### config.mk
export PLATFORM = sky130hd
export DESIGN_NAME = ramb_arbiter
export DESIGN_NICKNAME = d
export VERILOG_FILES = /design/src/rtl/ramb_arbiter.sv
export SDC_FILE = /design/constraint.sdc
export NUM_CORES = 1
export LEC_CHECK = 0
export CAP_MARGIN = 15
export CORE_UTILIZATION = 47
export CTS_CLUSTER_SIZE = 30
export DETAILED_ROUTE_END_ITERATION = 10
export GPL_TIMING_DRIVEN = 0
export HOLD_SLACK_MARGIN = 0.12
export PLACE_DENSITY = 0.85
export SYNTH_ARGS = -nofsm -noshare
export SYNTH_HDL_FRONTEND = slang
export SYNTH_SLANG_ARGS = --single-unit
### constraint.sdc
create_clock -name clk -period 3.1 [get_ports clk]
set_input_delay 0.465 -clock clk [delete_from_list [all_inputs] [get_ports clk]]
set_output_delay 0.465 -clock clk [all_outputs]
set_load 0.1 [all_outputs]
### src/rtl/ramb_arbiter.sv
// Port-B arbiter and zero-fill sequencer for the 4096x16 dual-port block RAM.
// Optional feature macro RAMB_ARB_RR_EN: round-robin arbitration (undefined: m0 fixed priority).
module ramb_arbiter #(
    parameter int ADDR_W = 12,
    parameter int DATA_W = 16,
    parameter int DEPTH  = 4096
) (
    input  logic              clk,
    input  logic              res,
    input  logic              m0_req,
    input  logic              m0_we,
    input  logic [ADDR_W-1:0] m0_addr,
    input  logic [DATA_W-1:0] m0_wdata,
    output logic              m0_ack,
    output logic [DATA_W-1:0] m0_rdata,
    input  logic              m1_req,
    input  logic              m1_we,
    input  logic [ADDR_W-1:0] m1_addr,
    input  logic [DATA_W-1:0] m1_wdata,
    output logic              m1_ack,
    output logic [DATA_W-1:0] m1_rdata,
    input  logic              clr_req,
    output logic              clr_busy,
    output logic [ADDR_W-1:0] ram_addr,
    output logic [DATA_W-1:0] ram_wdata,
    output logic              ram_we,
    input  logic [DATA_W-1:0] ram_q
);

    typedef enum logic [1:0] {IDLE, ACCESS, RESP, CLEAR} state_t;

    // One extra bit so DEPTH == 2**ADDR_W is reachable without wrapping.
    localparam logic [ADDR_W:0] CNT_ONE = (ADDR_W+1)'(1);
    localparam logic [ADDR_W:0] CNT_END = (ADDR_W+1)'(DEPTH);

    state_t          state;
    state_t          state_next;
    logic            grant;
    logic            grant_id;
    logic            clr_start;
    logic            clr_done;
    logic            clr_pending;
    logic            sel_id;
    logic            sel_we;
    logic [ADDR_W:0] clr_cnt;

`ifdef RAMB_ARB_RR_EN
    logic            last_id;

    // On a conflict the master not served last wins.
    always_comb begin
        grant_id = ~m0_req;
        if (m0_req && m1_req) begin
            grant_id = ~last_id;
        end
    end

    always_ff @(posedge clk or negedge res) begin
        if (!res) begin
            last_id <= 1'b1;
        end else if (grant) begin
            last_id <= grant_id;
        end
    end
`else
    always_comb begin
        grant_id = ~m0_req;
    end
`endif

    always_comb begin
        state_next = state;
        grant      = 1'b0;
        clr_start  = 1'b0;
        clr_done   = 1'b0;
        case (state)
            IDLE: begin
                if (clr_pending) begin
                    clr_start  = 1'b1;
                    state_next = CLEAR;
                end else if (m0_req || m1_req) begin
                    grant      = 1'b1;
                    state_next = ACCESS;
                end
            end
            ACCESS: state_next = RESP;
            RESP:   state_next = IDLE;
            CLEAR: begin
                if (clr_cnt == CNT_END) begin
                    clr_done   = 1'b1;
                    state_next = IDLE;
                end
            end
            default: state_next = IDLE;
        endcase
    end

    always_ff @(posedge clk or negedge res) begin
        if (!res) begin
            state <= IDLE;
        end else begin
            state <= state_next;
        end
    end

    // Port-B drivers double as the latched request; ram_we is a one-cycle strobe.
    always_ff @(posedge clk or negedge res) begin
        if (!res) begin
            ram_addr  <= '0;
            ram_wdata <= '0;
            ram_we    <= 1'b0;
            sel_id    <= 1'b0;
            sel_we    <= 1'b0;
            clr_cnt   <= '0;
        end else begin
            ram_we <= 1'b0;
            if (grant) begin
                ram_addr  <= grant_id ? m1_addr  : m0_addr;
                ram_wdata <= grant_id ? m1_wdata : m0_wdata;
                ram_we    <= grant_id ? m1_we    : m0_we;
                sel_id    <= grant_id;
                sel_we    <= grant_id ? m1_we    : m0_we;
            end else if (clr_start) begin
                ram_addr  <= '0;
                ram_wdata <= '0;
                ram_we    <= 1'b1;
                clr_cnt   <= CNT_ONE;
            end else if (state == CLEAR && !clr_done) begin
                ram_addr  <= clr_cnt[ADDR_W-1:0];
                ram_we    <= 1'b1;
                clr_cnt   <= clr_cnt + CNT_ONE;
            end
        end
    end

    always_ff @(posedge clk or negedge res) begin
        if (!res) begin
            m0_ack   <= 1'b0;
            m1_ack   <= 1'b0;
            m0_rdata <= '0;
            m1_rdata <= '0;
        end else begin
            m0_ack <= 1'b0;
            m1_ack <= 1'b0;
            if (state == RESP) begin
                if (sel_id) begin
                    m1_ack <= 1'b1;
                    if (!sel_we) begin
                        m1_rdata <= ram_q;
                    end
                end else begin
                    m0_ack <= 1'b1;
                    if (!sel_we) begin
                        m0_rdata <= ram_q;
                    end
                end
            end
        end
    end

    // A second clr_req while one is pending or running is deliberately dropped.
    always_ff @(posedge clk or negedge res) begin
        if (!res) begin
            clr_pending <= 1'b0;
        end else if (clr_done) begin
            clr_pending <= 1'b0;
        end else if (clr_req) begin
            clr_pending <= 1'b1;
        end
    end

    assign clr_busy = clr_pending;

endmodule
==> metrics.md, run 1 <==
| Metric | Value |
|---|---|
| Status | finished clean |
| TNS Setup | 0 ns |
| Post-Synthesis Cell Area | 3699 um2 |
| Setup Buffers After CTS | 0 |
| Antenna cells | 0 |
| Ys flop type | dfrtp_1 |
| Worst-path clk slew | 0.08 ns |
| Fraction of synthesized area in multiplexers | 24.05% |
| CTS tree | built |
| Largest family of logic cells by synthesized area | multiplexers |
| Slew Viols, Final | 0 |
| Minimum clock period | 2.511 ns |
| Final net count | 522 |
| Post-synth EDFFs | 0 |
| CP Capture Type | output pin |
| Largest net degree at the start of global routing | 47 |
| Worst stage delay on the critical path | 1.19 ns |
| Starting DRT DRC Count | 133 |
| Core area | 7447 um2 |
| Clock buffer depth | 2 |
| Post-synth ARST share | 100.0% |
| Compound-Gate Fraction of Synth Area | a little under 9% |
| Startpoint types | register |
| IO buf count | 141 |
| Least-Margin Pin Slew | 1.007 ns |
| Clock sink count | 81 |
| GRT Total Usage | 24.57% |
| Hpwl dp | a little under 7000 um |
| Routed via count | 2904 |
| Simple logic cell fraction of the synthesized area | 9.405% |
| CTS root buf | clkbuf_8 |
| RSZ-0062 raised after global routing | no |
| Initial antenna violation count | 0 |
| Sequential share of the synthesized area | 54.80% |
| IR drop worst, VDD | 0.0004094 V |
| Crit path required time | 2.63 ns |
| CP delay by family, top | buffers and inverters |
| Synth-to-layout area growth | 47.46% |
| First-pass GRT wire length | 15600 um |
| Synth unique cells | 37 |
| Setup violators final | 0 |
| Worst-skew pair later-pin latency | 0.36 ns |
| ANT nets after route | 0 |
| Worst Setup Path Type | reg -> out |
| Gr ovfl total | 0 |
| Worst path buffer plus inverter count | 1 |
| Number of I/O pins | roughly 140 |
| Vias in the first global route | 3035 |
| Post-Synth Adder-Cell Area | less than 1% |
| H-Tree Depth | 3 |
| CTS hold repair buffers | 1 |
| XOR/XNOR Fraction of Synth Area | 0% |
| Hold/Removal Path Class | reg -> reg |
| Clock skew | 0.009117 ns |
| Die Ht | slightly above 90 um |
| Cell chain of the critical path | clkdlybuf4s50_1 |
| Syn_nets | 368 |
| Die area | ~8200 um2 |
| Final wirelength | 9256 um |
| P per Cell Area | just over 1000 nW/um2 |
| Starting Density | 49.66% |
| Placer congestion estimate | 0.8270 |
| Crit-path slowest cell | clkdlybuf4s50_1 |
| Leakage power | 2.368 nW |
| Final Hold Fails | 0 |
| Syn avg cell area | about 13 um2 |
| Fillers | ~520 |
| Syn. warnings | 0 |
| Number of core rows | 31 |
| Seq cells post-synth | 81 |
| Mapped Cells | 287 |
| Die W | 90.71 um |
| Fin crit share | between 80% and 90% |
| Max cap viols | 0 |
| DRC Markers | 0 |
| Post-CTS sizing | 0 |
| Post-detailed-route wirelength per cell | 16.98 um |
| Worst Path Arrival | slightly above 2 ns |
| Final Core Density | between 70% and 80% |
| Vias/cell | 5.328 |
| Peak Freq | 0.3983 GHz |
| DRT Pass-1 Iters | 4 |
| Layout cells sized above 1 | between 15 and 20% |
| CTS buffer count | 9 |
| CP max FO | 7 |
| Slew Limit Headroom | between 30% and 40% |
Yosys cell counts (2+ instances only):
library cell,number,area (um2)
ha_1,2,25.02
o211ai_1,3,22.52
o21ai_0,21,105.1
o2bb2ai_1,11,96.34
buf_2,6,30.03
and3_1,2,12.51
nor2_1,5,18.77
o31ai_1,3,22.52
dfrtp_1,81,2027
nor3_2,2,20.02
mux2_2,35,394.1
nand2_1,33,123.9
buf_4,2,15.01
nand3_1,4,20.02
mux2i_1,36,360.4
mux2_4,9,135.1
a21oi_1,3,15.01
inv_1,3,11.26
nor4b_4,2,47.55
nand4_1,2,12.51
nor3_1,3,15.01
clkbuf_1,4,15.01
cell families after synthesis:
logic type,after synthesis
adders and majority gates,2
DFF,81
muxes,80
buffers and inverters,16
AOI/OAI and AO/OA,47
and+or+nand+nor,61
cell type report:
cell class	instances	area, um2	share of cell area [%]
buffer	13	71.32	1.308
clock buffer	9	123.9	2.271
clock inverter	7	61.31	1.124
inverter	3	11.26	0.2065
multi-input combinational	190	1589	29.14
sequential	81	2027	37.16
tap	99	123.9	2.271
timing repair buffer	143	1446	26.52
layer usage:
layer | up-vias | wire (um) | GRT usage, %
met1 | 1422 | 3897 | 30.47
met4 | 0 | 211 | 11.16
met3 | 16 | 401 | 3.872
li1 | 1355 | - | -
met5 | - | 0 | 0
met2 | 111 | 4745 | 42.11
layout by cell type, fill, tap and decap left out, drive strengths merged, types with 2 or more instances in the layout:
master           n
o211ai           3
dfrtp           81
clkinv           2
nor3             5
clkinvlp         2
o2bb2ai         11
nor4b            2
mux2i           36
nand2           33
nand2b           2
buf             11
inv              6
nand3            4
o31ai            4
o21ai           22
nand4            2
nor2             5
ha               2
a21oi            3
clkbuf          13
mux2            44
and3             2
clkdlybuf4s50  140
power by group:
group	internal (mW)	switching [mW]	leakage [nW]
Sequential	1.34	0.179	1.04
Combinational	0.926	2.38	1.24
Clock	0.304	0.422	0.0884
sequential cells by signal (all words and copies together), names as in the netlist:
name	cells
m1_ack	1
m0_rdata	16
m0_ack	1
sel_id	1
clr_busy	1
m1_rdata	16
clr_cnt	13
sel_we	1
state	2
ram_wdata	16
ram_addr	12
ram_we	1
worst paths after layout:
check | slack [ns] | cells past startpoint | from | endpoint
setup / recovery | 0.59 | 1 | clr_busy | clr_busy
hold / removal | 0.49 | 2 | ram_wdata[2] | ram_wdata[2]
setup reg to reg | 1.12 | 7 | clr_cnt[0] | ram_addr[2]
hold reg to reg | 0.49 | 2 | ram_wdata[2] | ram_wdata[2]
max in group asynchronous | 1.88 | 3 | res | ram_wdata[4]
min in group asynchronous | 0.64 | 2 | res | m1_rdata[14]
stage by stage:
stage / area, um2 / instances / hold slack (ns) / setup slack (ns) / total power, mW
detailed placement: 5259 / 528 / 0.4466 / 0.7199 / 4.853
finish: 5454 / 545 / 0.4871 / 0.5891 / 5.557
global route: 5454 / 545 / 0.5183 / 0.5389 / 5.775
global placement: 5234 / 527 / 0.4629 / -1.107 / 4.801
floorplan: 3699 / 287 / 0.1694 / 0.9726 / 4.027
CTS: 5454 / 545 / 0.4903 / 0.5714 / 5.580
Power figures use the tool's default switching activity.
==> run 2: changes to the inputs <==
--- a/config.mk
+++ b/config.mk
@@ -6,12 +6,12 @@
 export NUM_CORES = 1
 export LEC_CHECK = 0
 export CAP_MARGIN = 15
-export CORE_UTILIZATION = 47
+export CORE_UTILIZATION = 44
 export CTS_CLUSTER_SIZE = 30
 export DETAILED_ROUTE_END_ITERATION = 10
 export GPL_TIMING_DRIVEN = 0
 export HOLD_SLACK_MARGIN = 0.12
-export PLACE_DENSITY = 0.85
+export PLACE_DENSITY = 0.8
 export SYNTH_ARGS = -nofsm -noshare
 export SYNTH_HDL_FRONTEND = slang
 export SYNTH_SLANG_ARGS = --single-unit
==> constraint.sdc (replaced) <==
create_clock -name clk -period 2.5 [get_ports clk]
set_input_delay 0.375 -clock clk [delete_from_list [all_inputs] [get_ports clk]]
set_output_delay 0.375 -clock clk [all_outputs]
set_load 0.1 [all_outputs]
==> run 2 against run 1 <==
  * Register-to-register slack got worse by 0.59 ns
  * First-iteration DRC count fell by 41%
  * Die area rose by 6.7%
  * Largest cell class unchanged
  * Highest routed layer unchanged
==> metrics.md, run 2 (same netlist as run 1, synthesis figures left out) <==
| Metric | Value |
|---|---|
| IO buf count | 141 (unchanged) |
| Most frequent cells in the layout | clkdlybuf4s50_1 (140), dfrtp_1 (81), mux2i_1 (36), mux2_2 (35), nand2_1 (33) |
| Layout cells sized above 1 | 17.94% (unchanged) |
| Cell chain of the critical path | clkdlybuf4s50_1 |
| Initial antenna violation count | 0 (unchanged) |
| GRT Total Usage | 21.55% (-3.0 points) |
| Peak Freq | around 0.41 GHz |
| Least-Margin Pin Slew | 1.014 ns (+0.006662 ns) |
| Largest net degree at the start of global routing | 56 (+19%) |
| WHS | 0.4759 ns (-0.01121 ns) |
| CTS tree | built |
| Reg power frac | 27.4% (about the same) |
| Number of I/O pins | 143 (unchanged) |
| Most common cell after layout, fill and taps aside | clkdlybuf4s50_1 |
| DRC Markers | 0 (unchanged) |
| CP delay by family, top | buffers and inverters |
| Fin crit share | 97.35% |
| Reg-to-Reg End | ram_addr[5] |
| Fillers | 619 (+19%) |
| CTS root buf | clkbuf_8 |
| Cell Int Power | 3.188 mW (+24%) |
| Post-CTS sizing | 0 (unchanged) |
| Clock buffer depth | 2 (unchanged) |
| Sw Ratio | 53.73% (about the same) |
| Final net count | 522 (unchanged) |
| Worst Path Arrival | 2.06 ns (about the same) |
| CP max FO | 7 (unchanged) |
| CP Capture Type | output pin |
| Antenna cells | 0 (unchanged) |
| Clock sink count | 81 (unchanged) |
| FF/Latch Area | 2027 um2 (unchanged) |
| Biggest regs | m0_rdata x16, m1_rdata x16, ram_wdata x16 |
| IR drop worst, VDD | 0.0005034 V (+23%) |
| ANT nets after route | 0 (unchanged) |
| Max cap viols | 0 (unchanged) |
| Die W | 93.69 um (+3.3%) |
| Reg2Reg Depth | 7 (unchanged) |
| Worst-skew pair later-pin latency | 0.35 ns (about the same) |
| RSZ-0062 raised after global routing | no |
| Core area | 8175 um2 (+9.8%) |
| Worst Setup Path Type | reg -> out |
| Number of core rows | 33 (+6.5%) |
| Final wirelength | 9047 um (-2.3%) |
| Hpwl dp | 6987 um (+0.55%) |
| Vias in the first global route | 2844 (-6.3%) |
| TNS Setup | 0 ns (unchanged) |
| Total Power | 6.890 mW (+24%) |
| Setup violators final | 0 (unchanged) |
| Slew Viols, Final | 0 (unchanged) |
| Crit-path slowest cell | clkdlybuf4s50_1 |
| Comb pwr share | 59.6% (about the same) |
| Reg-to-reg critical path startpoint | clr_cnt[0] |
| Clk pwr share | 13.0% (about the same) |
| Startpoint types | register |
| Starting Density | 45.24% (-4.4 points) |
| Slew Limit Headroom | 32.20% (-0.45 points) |
| Non-Filler Instances | 551 (+1.1%) |
| Starting DRT DRC Count | 79 (-41%) |
| Worst stage delay on the critical path | 1.20 ns (about the same) |
| Minimum clock period | 2.434 ns |
| Final Hold Fails | 0 (unchanged) |
| Die Ht | 93.69 um (+3.3%) |
| First-pass GRT wire length | 14300 um (-8.4%) |
| Area occupied by multi-input gates | 1589 um2 (unchanged) |
| Final Core Density | 66.87% (-6.4 points) |
| Clock skew | 0.007210 ns (-0.001907 ns) |
| Gr ovfl total | 0 (unchanged) |
| P per Cell Area | 1260 nW/um2 (+24%) |
| Leakage power | 2.369 nW (about the same) |
| Cell count after placement | 534 (+1.1%) |
| Synth-to-layout area growth | 47.80% |
| Worst-path clk slew | 0.09 ns (about the same) |
| FF-to-FF setup slack | 0.53 ns (-0.59 ns) |
| Post-detailed-route wirelength per cell | 16.42 um (-3.3%) |
| Placer congestion estimate | 0.8462 (+2.3%) |
| H-Tree Depth | 3 (unchanged) |
| Worst path buffer plus inverter count | 1 (unchanged) |
| DRT Pass-1 Iters | 7 (+3) |
| Vias/cell | 5.114 (-4.0%) |
| CTS buffer count | 9 (unchanged) |
| Sw Pwr | 3.702 mW (+24%) |
| Die area | 8777 um2 (+6.7%) |
| Crit path required time | 2.12 ns (-0.51 ns) |
| Hold/Removal Path Class | in -> async |
| Setup Buffers After CTS | 0 (unchanged) |
| Status | finished clean |
| Routed via count | 2818 (-3.0%) |
-- run 2: cell count changes in the layout (fill, tap and decap cells not counted) --
cell,before,now
inv_6,2,1
clkinv_8,0,1
inv_8,1,0
clkinv_4,2,3
-- run 2: final cells by class --
| class | count | share of cell area (%) |
|---|---|---|
| multi-input cells | 190 | 29.07 |
| well taps | 105 | 2.403 |
| repair buffers | 143 | 26.46 |
| inverters | 3 | 0.2060 |
| plain buffers | 13 | 1.305 |
| flip-flops and latches | 81 | 37.08 |
| clock buffers | 9 | 2.266 |
| clock inverters | 7 | 1.213 |
-- run 2: power groups by stage --
stage          clock [mW]  combinational (mW)  sequential [mW]
2_1_floorplan           0               0.880             4.11
3_3_place_gp            0                4.06             1.89
3_5_place_dp            0                4.12             1.91
4_1_cts             0.916                4.13             1.89
5_1_grt             0.965                4.26             1.93
6_report            0.899                4.11             1.89
-- run 2: per-layer routing --
metal	GRT usage (%)	share of wire (%)	routed length, um
met3	4.773	4.9	441
met1	26.64	42	3776
met4	6.410	1.7	154
met5	0	0	0
met2	37.59	52	4675
-- run 2: worst max path at each step --
stage | end | slack [ns] | cells after the start | from
finish | clr_busy | 0.07 | 1 | clr_busy
global route | clr_busy | 0.02 | 1 | clr_busy
CTS | clr_busy | 0.06 | 1 | clr_busy
detailed placement | ram_wdata[8] | 0.21 | 6 | m1_req
global placement | clr_cnt[7] | -1.74 | 1 | res
floorplan | ram_addr[2] | 0.37 | 5 | clr_busy
-- run 2: metrics by stage --
step | setup WS, ns | area, um2
after floorplan | 0.3726 | 3699
after global placement | -1.744 | 5241
after detailed placement | 0.2079 | 5266
after CTS | 0.05856 | 5466
after global routing | 0.01944 | 5466
final | 0.06632 | 5466
-- run 2: repair_timing --
item / CTS / global route
setup endpoints to repair: 0 / 0
hold buffers: 1 / 0
endpoints found under the hold margin: 26 / 0
